File: config.mk
export PLATFORM = sky130hd
export DESIGN_NAME = rv_pfu
export DESIGN_NICKNAME = d
export VERILOG_FILES = /design/src/rtl/riscv_defs.sv /design/src/rtl/pfu_fifo.sv /design/src/rtl/rv_pfu.sv
export SDC_FILE = /design/constraint.sdc
export NUM_CORES = 1
export LEC_CHECK = 0
export BUFFER_PORTS_ARGS = -buffer_cell sky130_fd_sc_hd__buf_2
export CAP_MARGIN = 20
export CORE_ASPECT_RATIO = 1.5
export CORE_MARGIN = 3
export CORE_UTILIZATION = 60
export CTS_BUF_LIST = sky130_fd_sc_hd__clkbuf_8
export DETAILED_ROUTE_END_ITERATION = 8
export GPL_TIMING_DRIVEN = 0
export PLACE_DENSITY_LB_ADDON = 0.1
export SLEW_MARGIN = 25
export SYNTH_ARGS = -nofsm -noshare
export SYNTH_HDL_FRONTEND = slang
export SYNTH_SLANG_ARGS = --single-unit
File: constraint.sdc
create_clock -name clk_i -period 4.3 [get_ports clk_i]
set_input_delay 0.86 -clock clk_i [delete_from_list [all_inputs] [get_ports clk_i]]
set_output_delay 0.86 -clock clk_i [all_outputs]
set_load 0.02 [all_outputs]
File: src/rtl/riscv_defs.sv
// Shared RV32I definitions: data width, privilege levels and the prefetch decode-queue entry.
package riscv_defs;

  localparam int unsigned RV_XLEN = 32;

  localparam logic [1:0] PRV_U = 2'b00;
  localparam logic [1:0] PRV_S = 2'b01;
  localparam logic [1:0] PRV_M = 2'b11;

  typedef struct packed {
    logic               sofid;
    logic               ferr;
    logic [RV_XLEN-1:0] pc;
    logic [RV_XLEN-1:0] ins;
  } pfu_entry_t;

  localparam int unsigned PFU_ENTRY_W = $bits(pfu_entry_t);

endpackage

File: src/rtl/pfu_fifo.sv
// Synchronous FIFO with flush, occupancy count and a combinational head output.
module pfu_fifo #(
  parameter int unsigned Width          = 32,
  parameter int unsigned C_FIFO_DEPTH_X = 2
) (
  input  logic                    clk_i,
  input  logic                    reset_i,
  input  logic                    push_i,
  input  logic                    pop_i,
  input  logic                    flush_i,
  input  logic [Width-1:0]        din_i,
  output logic [Width-1:0]        head_o,
  output logic [C_FIFO_DEPTH_X:0] count_o
);

  localparam int unsigned Depth = 1 << C_FIFO_DEPTH_X;
  localparam int unsigned CntW  = C_FIFO_DEPTH_X + 1;
  localparam logic [C_FIFO_DEPTH_X-1:0] PtrOne = 1;

  logic [Width-1:0]          mem_q [Depth];
  logic [C_FIFO_DEPTH_X-1:0] wptr_q, rptr_q;
  logic [CntW-1:0]           count_q;
  logic                      empty, full, do_push, do_pop;

  assign empty   = (count_q == '0);
  assign full    = (count_q == CntW'(Depth));
  assign do_pop  = pop_i & ~empty;
  // A full FIFO still takes a write when the head leaves in the same cycle.
  assign do_push = push_i & (~full | do_pop);

  always_ff @(posedge clk_i) begin
    if (reset_i || flush_i) begin
      wptr_q  <= '0;
      rptr_q  <= '0;
      count_q <= '0;
    end else begin
      if (do_push) wptr_q <= wptr_q + PtrOne;
      if (do_pop)  rptr_q <= rptr_q + PtrOne;
      count_q <= count_q + CntW'(do_push) - CntW'(do_pop);
    end
  end

  always_ff @(posedge clk_i) begin
    if (do_push) mem_q[wptr_q] <= din_i;
  end

  assign head_o  = mem_q[rptr_q];
  assign count_o = count_q;

endmodule

File: src/rtl/rv_pfu.sv
// RV32I instruction prefetch unit: credit-limited sequential fetch, in-order response queue, vectoring.
// Define RV_PFU_ASSERT_EN to enable simulation checks on alignment, overflow and stray responses.
module rv_pfu
  import riscv_defs::*;
#(
  parameter int unsigned C_BUS_SZX      = 5,
  parameter int unsigned C_FIFO_DEPTH_X = 2,
  parameter logic [31:0] C_RESET_VECTOR = 32'h0000_0000
) (
  input  logic        clk_i,
  input  logic        reset_i,
  input  logic        clk_en_i,
  input  logic        ireqready_i,
  output logic        ireqvalid_o,
  output logic [1:0]  ireqhpl_o,
  output logic [31:0] ireqaddr_o,
  output logic        irspready_o,
  input  logic        irspvalid_i,
  input  logic        irsprerr_i,
  input  logic [31:0] irspdata_i,
  output logic        ids_dav_o,
  input  logic        ids_ack_i,
  output logic        ids_sofid_o,
  output logic [31:0] ids_ins_o,
  output logic        ids_ferr_o,
  output logic [31:0] ids_pc_o,
  output logic        hvec_pc_ready_o,
  input  logic        hvec_pc_wr_i,
  input  logic [31:0] hvec_pc_din_i,
  input  logic [1:0]  exs_hpl_i
);

  localparam int unsigned Depth = 1 << C_FIFO_DEPTH_X;
  localparam int unsigned CntW  = C_FIFO_DEPTH_X + 1;
  localparam logic [31:0] Stride = 32'd1 << (C_BUS_SZX - 3);

  logic [31:0]     pc_q, pc_d;
  logic            sofid_q, sofid_d;
  logic [CntW-1:0] discard_q, discard_d;
  logic [CntW-1:0] outst, occ, outst_nxt;
  logic [CntW:0]   credit;
  logic            req_hs, rsp, vec, dec_push, dec_pop;
  logic [31:0]     pend_head;
  pfu_entry_t      dec_din, dec_head;

  assign hvec_pc_ready_o = ~reset_i;
  assign irspready_o     = 1'b1;

  // Reserve a decode slot for every request in flight so responses never overflow the queue.
  assign credit      = {1'b0, occ} + {1'b0, outst};
  assign ireqvalid_o = ~reset_i & (credit < (CntW + 1)'(Depth));
  assign ireqaddr_o  = pc_q;
  assign ireqhpl_o   = reset_i ? PRV_U : exs_hpl_i;

  assign req_hs    = ireqvalid_o & ireqready_i & clk_en_i;
  assign rsp       = irspvalid_i & clk_en_i;
  assign vec       = hvec_pc_wr_i & hvec_pc_ready_o & clk_en_i;
  assign dec_push  = rsp & (discard_q == '0);
  assign dec_pop   = ids_ack_i & clk_en_i & ~vec;
  assign outst_nxt = outst + CntW'(req_hs) - CntW'(rsp);

  always_comb begin
    pc_d      = pc_q;
    sofid_d   = sofid_q;
    discard_d = discard_q;
    if (req_hs) pc_d = pc_q + Stride;
    if (dec_push) sofid_d = 1'b0;
    if (rsp && discard_q != '0) discard_d = discard_q - CntW'(1);
    // Everything still in flight after this cycle belongs to the abandoned stream.
    if (vec) begin
      pc_d      = hvec_pc_din_i & ~32'h3;
      sofid_d   = 1'b1;
      discard_d = outst_nxt;
    end
  end

  always_ff @(posedge clk_i) begin
    if (reset_i) begin
      pc_q      <= C_RESET_VECTOR;
      sofid_q   <= 1'b1;
      discard_q <= '0;
    end else if (clk_en_i) begin
      pc_q      <= pc_d;
      sofid_q   <= sofid_d;
      discard_q <= discard_d;
    end
  end

  pfu_fifo #(
    .Width          (32),
    .C_FIFO_DEPTH_X (C_FIFO_DEPTH_X)
  ) u_pend_fifo (
    .clk_i   (clk_i),
    .reset_i (reset_i),
    .push_i  (req_hs),
    .pop_i   (rsp),
    .flush_i (1'b0),
    .din_i   (pc_q),
    .head_o  (pend_head),
    .count_o (outst)
  );

  assign dec_din = '{sofid: sofid_q, ferr: irsprerr_i, pc: pend_head, ins: irspdata_i};

  pfu_fifo #(
    .Width          (PFU_ENTRY_W),
    .C_FIFO_DEPTH_X (C_FIFO_DEPTH_X)
  ) u_dec_fifo (
    .clk_i   (clk_i),
    .reset_i (reset_i),
    .push_i  (dec_push),
    .pop_i   (dec_pop),
    .flush_i (vec),
    .din_i   (dec_din),
    .head_o  (dec_head),
    .count_o (occ)
  );

  assign ids_dav_o   = ~reset_i & (occ != '0);
  assign ids_sofid_o = ids_dav_o & dec_head.sofid;
  assign ids_ferr_o  = ids_dav_o & dec_head.ferr;
  assign ids_pc_o    = ids_dav_o ? dec_head.pc : '0;
  assign ids_ins_o   = ids_dav_o ? dec_head.ins : '0;

`ifdef RV_PFU_ASSERT_EN
  a_addr_aligned: assert property (@(posedge clk_i) disable iff (reset_i)
    ireqvalid_o |-> (ireqaddr_o[1:0] == 2'b00))
    else $error("rv_pfu: misaligned fetch address %h", ireqaddr_o);

  a_dec_no_overflow: assert property (@(posedge clk_i) disable iff (reset_i)
    !(dec_push && occ == CntW'(Depth) && !dec_pop))
    else $error("rv_pfu: decode queue written while full");

  a_rsp_expected: assert property (@(posedge clk_i) disable iff (reset_i)
    rsp |-> (outst != '0))
    else $error("rv_pfu: response with nothing outstanding");
`else
  // Checks compiled out; behaviour is identical.
`endif

endmodule

==> flow_metrics.tcl, run 1 <==
set metrics [dict create \
    setup_viol 0 \
    dominantRegCellSynth "edfxtp_1" \
    worst_pin_slew_ps 910 \
    grt_max_degree 41 \
    drcViolationCount 0 \
    yosys-top-cells-count "edfxtp_1, mux4_2, and2_1, dfxtp_1, clkbuf_1" \
    start_kind "flop" \
    fmax_ghz 0.271 \
    numCtsBuffers 59 \
    clockRootBuffer "clkbuf_8" \
    yosysSeqAreaShare_pct 73.2 \
    dp_hpwl_um 20700 \
    worst_slew_margin_rel_pct 38.5 \
    die_w_um 143 \
    hold_ws_ps 485 \
    die_y_um 211 \
    ys.warnings.count 0 \
    synth_top_area_share_pct 67.0 \
    dr_total_vias 8775 \
    ctsLongestPathBuffers 3 \
    placed_cell_area_um2 18300 \
    synth_top_area_cell "edfxtp_1" \
    total_power_mw 8.94 \
    nNetsFinal 1246 \
    vias_per_cell 5.69 \
    clk_pin_slew_ps 60 \
    core_area_um2 27500 \
    ir_worst_vdd_uv 360 \
    start_util_pct 61.3 \
    rsz0062_at_grt "false" \
    layout-drive-gt1-share_pct 31.7 \
    syn_avg_cell_area_um2 18.5 \
    die_area_um2 30200 \
    required_ps 3440 \
    ys_top_cells_by_area "edfxtp_1, mux4_2, dfxtp_1" \
    htreeDepth 2 \
    io_pins 178 \
    dp_cells 1431 \
    outcome "finished, final reports clean" \
    netlist_instances 909 \
    synth_edf_count 376 \
    post-route-util_pct 71.1 \
    pwr_density_cell_nw_per_um2 457 \
    async_flop_share_pct 0 \
    routed_wl_um 31100 \
    finalSetupTns_ps 0 \
    drv_slew 0 \
    critPathMaxFanout 10 \
    fp-row-count 74 \
    final_cells 1543 \
    synth_cell_types 52 \
    pre_cts_ws_ps 801 \
    cts_tree "done" \
    clock-skew-final_ps 20.2 \
    final_area_um2 19600 \
    post-route-period-util_pct 85.9 \
    drv_cap 0 \
    first_pass_iters 4 \
    area_growth_pct 16.0 \
    place_congestion 0.853 \
    port-buffer-count 169 \
    hold_violations 0 \
    end_kind "output pin" \
    grt_pass1_wl_um 49900 \
    p_leak_nw 6.86 \
    grt.overflow.total 0 \
    synth.most_common_cell "edfxtp_1" \
    critPathArrivalTime_ps 2830 \
    min_period_ps 3690 \
    antenna_found_initial 1 \
    postCtsHoldBufs 0 \
    drt-initial-drc-count 406 \
    crit_type "reg2out" \
    clkLatencyLatePin_ps 590 \
    cts_resized 0 \
    grt_usage_pct 21.3 \
    post-cts-setup-buffers 0 \
    cts_sinks 428 \
    ys_seq_elements 428 \
    syn-cell-area_um2 16900 \
    min_path_type "in2reg" \
    final.setup.worst_slack_ps 606 \
    grt_pass1_vias 9470 \
    wl_per_cell_um 20.2 \
    antenna_left 0 \
]
sequential cells by signal (all words and copies together) (netlist names), named ones only:
signal and count:
u_pend_fifo.rptr_q 2, u_pend_fifo.mem_q 120, sofid_q 1, u_dec_fifo.wptr_q 2, ireqaddr_o 30, u_pend_fifo.count_o 3
u_pend_fifo.wptr_q 2, u_dec_fifo.mem_q 256, u_dec_fifo.rptr_q 2, discard_q 3, u_dec_fifo.count_o 3
final cells by class:
| type | count | area, um^2 |
|---|---|---|
| Timing Repair Buffer | 177 | 1010 |
| Clock inverter | 40 | 262 |
| Buffer | 47 | 208 |
| Sequential cell | 428 | 12300 |
| Antenna cell | 1 | 2.50 |
| Multi-Input combinational cell | 416 | 4270 |
| Inverter | 21 | 78.8 |
| Clock buffer | 71 | 977 |
| Fill cell | 1796 | 7940 |
| Tap cell | 342 | 428 |
worst max-delay path, stage by stage, from the launching register on:
cell	delay [ps]
dfxtp_1	300
clkbuf_1	550
buf_2	450
mux4_2	600
and2_1	180
buf_2	160
path summary, 6_finish.rpt:
path | startpoint | end | slack [ps] | depth (start not counted)
max | flop | ids_pc_o[12] | 610 | 5
min | irspdata_i[30] | u_dec_fifo.mem_q[2][30] | 490 | 1
max reg2reg | u_dec_fifo.count_o[2] | u_pend_fifo.count_o[2] | 1330 | 10
min reg2reg | u_pend_fifo.rptr_q[1] | flop | 530 | 2
report_power, final:
| group | switching, mW | total, mW | internal (mW) |
|---|---|---|---|
| clock | 1.41 | 3.14 | 1.73 |
| combinational | 0.549 | 0.954 | 0.404 |
| sequential | 0.0991 | 4.84 | 4.75 |
| total | 2.06 | 8.94 | 6.88 |
layout by cell type, fill, tap and decap left out, types with 3 or more instances in the layout:
cell type	count
a211oi_1	3
a21oi_1	19
a31oi_1	4
and2_1	65
and2_2	4
and2_4	4
and3_1	7
and4_1	3
buf_1	4
buf_12	8
buf_2	176
buf_4	6
bufinv_16	4
clkbuf_1	30
clkbuf_8	71
clkinv_1	9
clkinv_2	5
conb_1	5
dfxtp_1	52
edfxtp_1	376
fa_1	3
ha_1	19
inv_1	43
mux2i_1	4
mux4_2	94
nand2_1	26
nand3_1	20
nand4_1	10
nor2_1	26
nor2b_1	4
nor3_1	5
nor4_1	3
o21ai_0	21
o21ai_1	6
xnor2_1	12
xor2_1	23
routing by layer:
| layer | vias to the layer above | GRT usage, % | wire (um) | part of all wire, % |
|---|---|---|---|---|
| met5 | - | 0 | 0 | 0 |
| met4 | 0 | 7.64 | 845 | 2.7 |
| met3 | 59 | 3.82 | 1460 | 4.7 |
| met2 | 242 | 37.5 | 16400 | 53 |
| met1 | 4411 | 26.4 | 12400 | 40 |
| li1 | 4063 | - | - | - |
cell families (layout without fill, tap and decap cells):
family                     after synthesis  count (layout)  synth area share (%)
adders and majority gates               22              22                  1.77
and+or+nand+nor                        192             192                  6.51
AOI/OAI and AO/OA                       64              64                  2.21
other                                    2               6                0.0446
xor gates and xnor gates                35              35                  1.82
DFF                                    428             428                  73.2
buffers and inverters                   68             356                  1.70
muxes                                   98              98                  12.8
Note: power is estimated with default switching activity, not from simulation.
==> run 2, diff against run 1 <==
- BUFFER_PORTS_ARGS: -buffer_cell sky130_fd_sc_hd__buf_2 -> not set
- DONT_BUFFER_PORTS: not set -> 1
==> run 2 against run 1 <==
- combinational power is 14% lower
- routed wire length is 1.7% higher
- maximum frequency is 1.2% higher
- power is 3.3% lower
- utilization is 3.4 points lower
- count of clock-buffer cells in the layout is 4 lower
- hold slack worse by 130 ps
- first-iteration DRC count is 2.0% lower
- final area is 4.8% lower
- critical path type unchanged
- critical endpoint unchanged
- largest power group unchanged
- highest routed layer unchanged
==> flow_metrics.tcl, run 2 (same netlist as run 1, synthesis figures left out) <==
set metrics [dict create \
    layout-drive-gt1-share_pct 20.4 \
    core_area_um2 27500 \
    start_kind "flop" \
    largest_register_ffs 256 \
    drv_cap 0 \
    clkLatencyLatePin_ps 600 \
    die_area_um2 30200 \
    die_w_um 143 \
    grt.overflow.total 0 \
    critPathArrivalTime_ps 2790 \
    post-route-period-util_pct 84.9 \
    crit_slowest_cell "mux4_2" \
    clock-skew-final_ps 16.8 \
    fmax_ghz 0.274 \
    routed_wl_um 31600 \
    ctsLongestPathBuffers 3 \
    pwr_density_cell_nw_per_um2 464 \
    cts_tree "done" \
    first_pass_iters 7 \
    area_growth_pct 10.4 \
    clockRootBuffer "clkbuf_8" \
    p_leak_nw 5.99 \
    worstReg2RegStart "u_dec_fifo.count_o[2]" \
    io_pins 178 \
    place_congestion 0.892 \
    numCtsBuffers 58 \
    clk_pin_slew_ps 70 \
    post-route-util_pct 67.7 \
    antenna_left 0 \
    cts_resized 0 \
    dp_hpwl_um 21200 \
    layout_commonest_cell "edfxtp_1" \
    total_power_mw 8.64 \
    dr_total_vias 8225 \
    antenna_found_initial 0 \
    grt_pass1_wl_um 49400 \
    htreeDepth 2 \
    cts_sinks 428 \
    drcViolationCount 0 \
    outcome "finished, final reports clean" \
    dp_cells 1262 \
    min_period_ps 3650 \
    wl_per_cell_um 23.1 \
    post-cts-setup-buffers 0 \
    worst_slew_margin_rel_pct 41.3 \
    setup_viol 0 \
    nNetsFinal 1076 \
    hold_ws_ps 352 \
    top_register "u_dec_fifo.mem_q" \
    drt-initial-drc-count 398 \
    end_kind "output pin" \
    rsz0062_at_grt "false" \
    antenna_cells 0 \
    grt_usage_pct 21.4 \
    vias_per_cell 6.01 \
    final_cells 1368 \
    grt_max_degree 46 \
    die_y_um 211 \
    port-buffer-count 0 \
    postCtsHoldBufs 0 \
    required_ps 3440 \
    mostFrequentLayoutCells "edfxtp_1, mux4_2, clkbuf_8, and2_1, dfxtp_1" \
    worst_pin_slew_ps 880 \
    ir_worst_vdd_uv 416 \
    grt_pass1_vias 8997 \
    crit_type "reg2out" \
    fp-row-count 74 \
    holdCritStartpoint "irspdata_i[2]" \
    hold_violations 0 \
    min_path_type "in2reg" \
    start_util_pct 61.3 \
    drv_slew 0 \
    critPathMaxStageDelay_ps 600 \
    critPathMaxFanout 10 \
    crit_chain "clkbuf_1 > buf_2 > mux4_2 > and2_1" \
]
-- run 2: layout make-up --
type / count / area [um^2]
clock inverters: 39 / 213
clock buffers: 67 / 922
inverters: 21 / 78.8
flip-flops and latches: 428 / 12300
plain buffers: 47 / 208
multi-input cells: 416 / 4270
fillers: 1827 / 8880
repair buffers: 8 / 168
well taps: 342 / 428
-- run 2: worst paths after layout --
check | to | slack (ps) | depth (start not counted)
max reg2reg | u_pend_fifo.count_o[2] | 1310 | 10
min | u_dec_fifo.mem_q[3][2] | 350 | 0
min reg2reg | u_pend_fifo.rptr_q[1] | 540 | 2
max | ids_pc_o[12] | 650 | 4
-- run 2: report_power, final --
group          total [mW]  internal (mW)  leakage (nW)  switching [mW]
Combinational       0.823          0.332          1.49           0.491
Sequential           4.88           4.75          3.85           0.134
Clock                2.94           1.54         0.645            1.41
Total                8.64           6.61          5.99            2.03
-- run 2: critical path, delay by kind of cell, from the launching register on --
family / cells / cell delay (ps)
buffers and inverters: 2 / 1010
AND/OR/NAND/NOR: 1 / 280
multiplexers: 1 / 600
flip-flops: 1 / 310
-- run 2: per-stage QoR --
stage | cell area (um^2) | setup WS [ps] | setup TNS (ps)
floorplan | 16900 | 545 | 0
global placement | 17300 | -768 | -191200
detailed placement | 17500 | 879 | 0
CTS | 18600 | 487 | 0
global route | 18600 | 436 | 0
finish | 18600 | 651 | 0
-- run 2: metal layers --
| metal | global-route usage, % | vias to the layer above | routed length [um] | part of all wire [%] |
|---|---|---|---|---|
| li1 | - | 3708 | - | - |
| met1 | 24.8 | 4179 | 11700 | 37 |
| met2 | 38.3 | 281 | 17000 | 54 |
| met3 | 5.67 | 57 | 2130 | 6.7 |
| met4 | 7.48 | 0 | 764 | 2.4 |
| met5 | 0 | - | 0 | 0 |
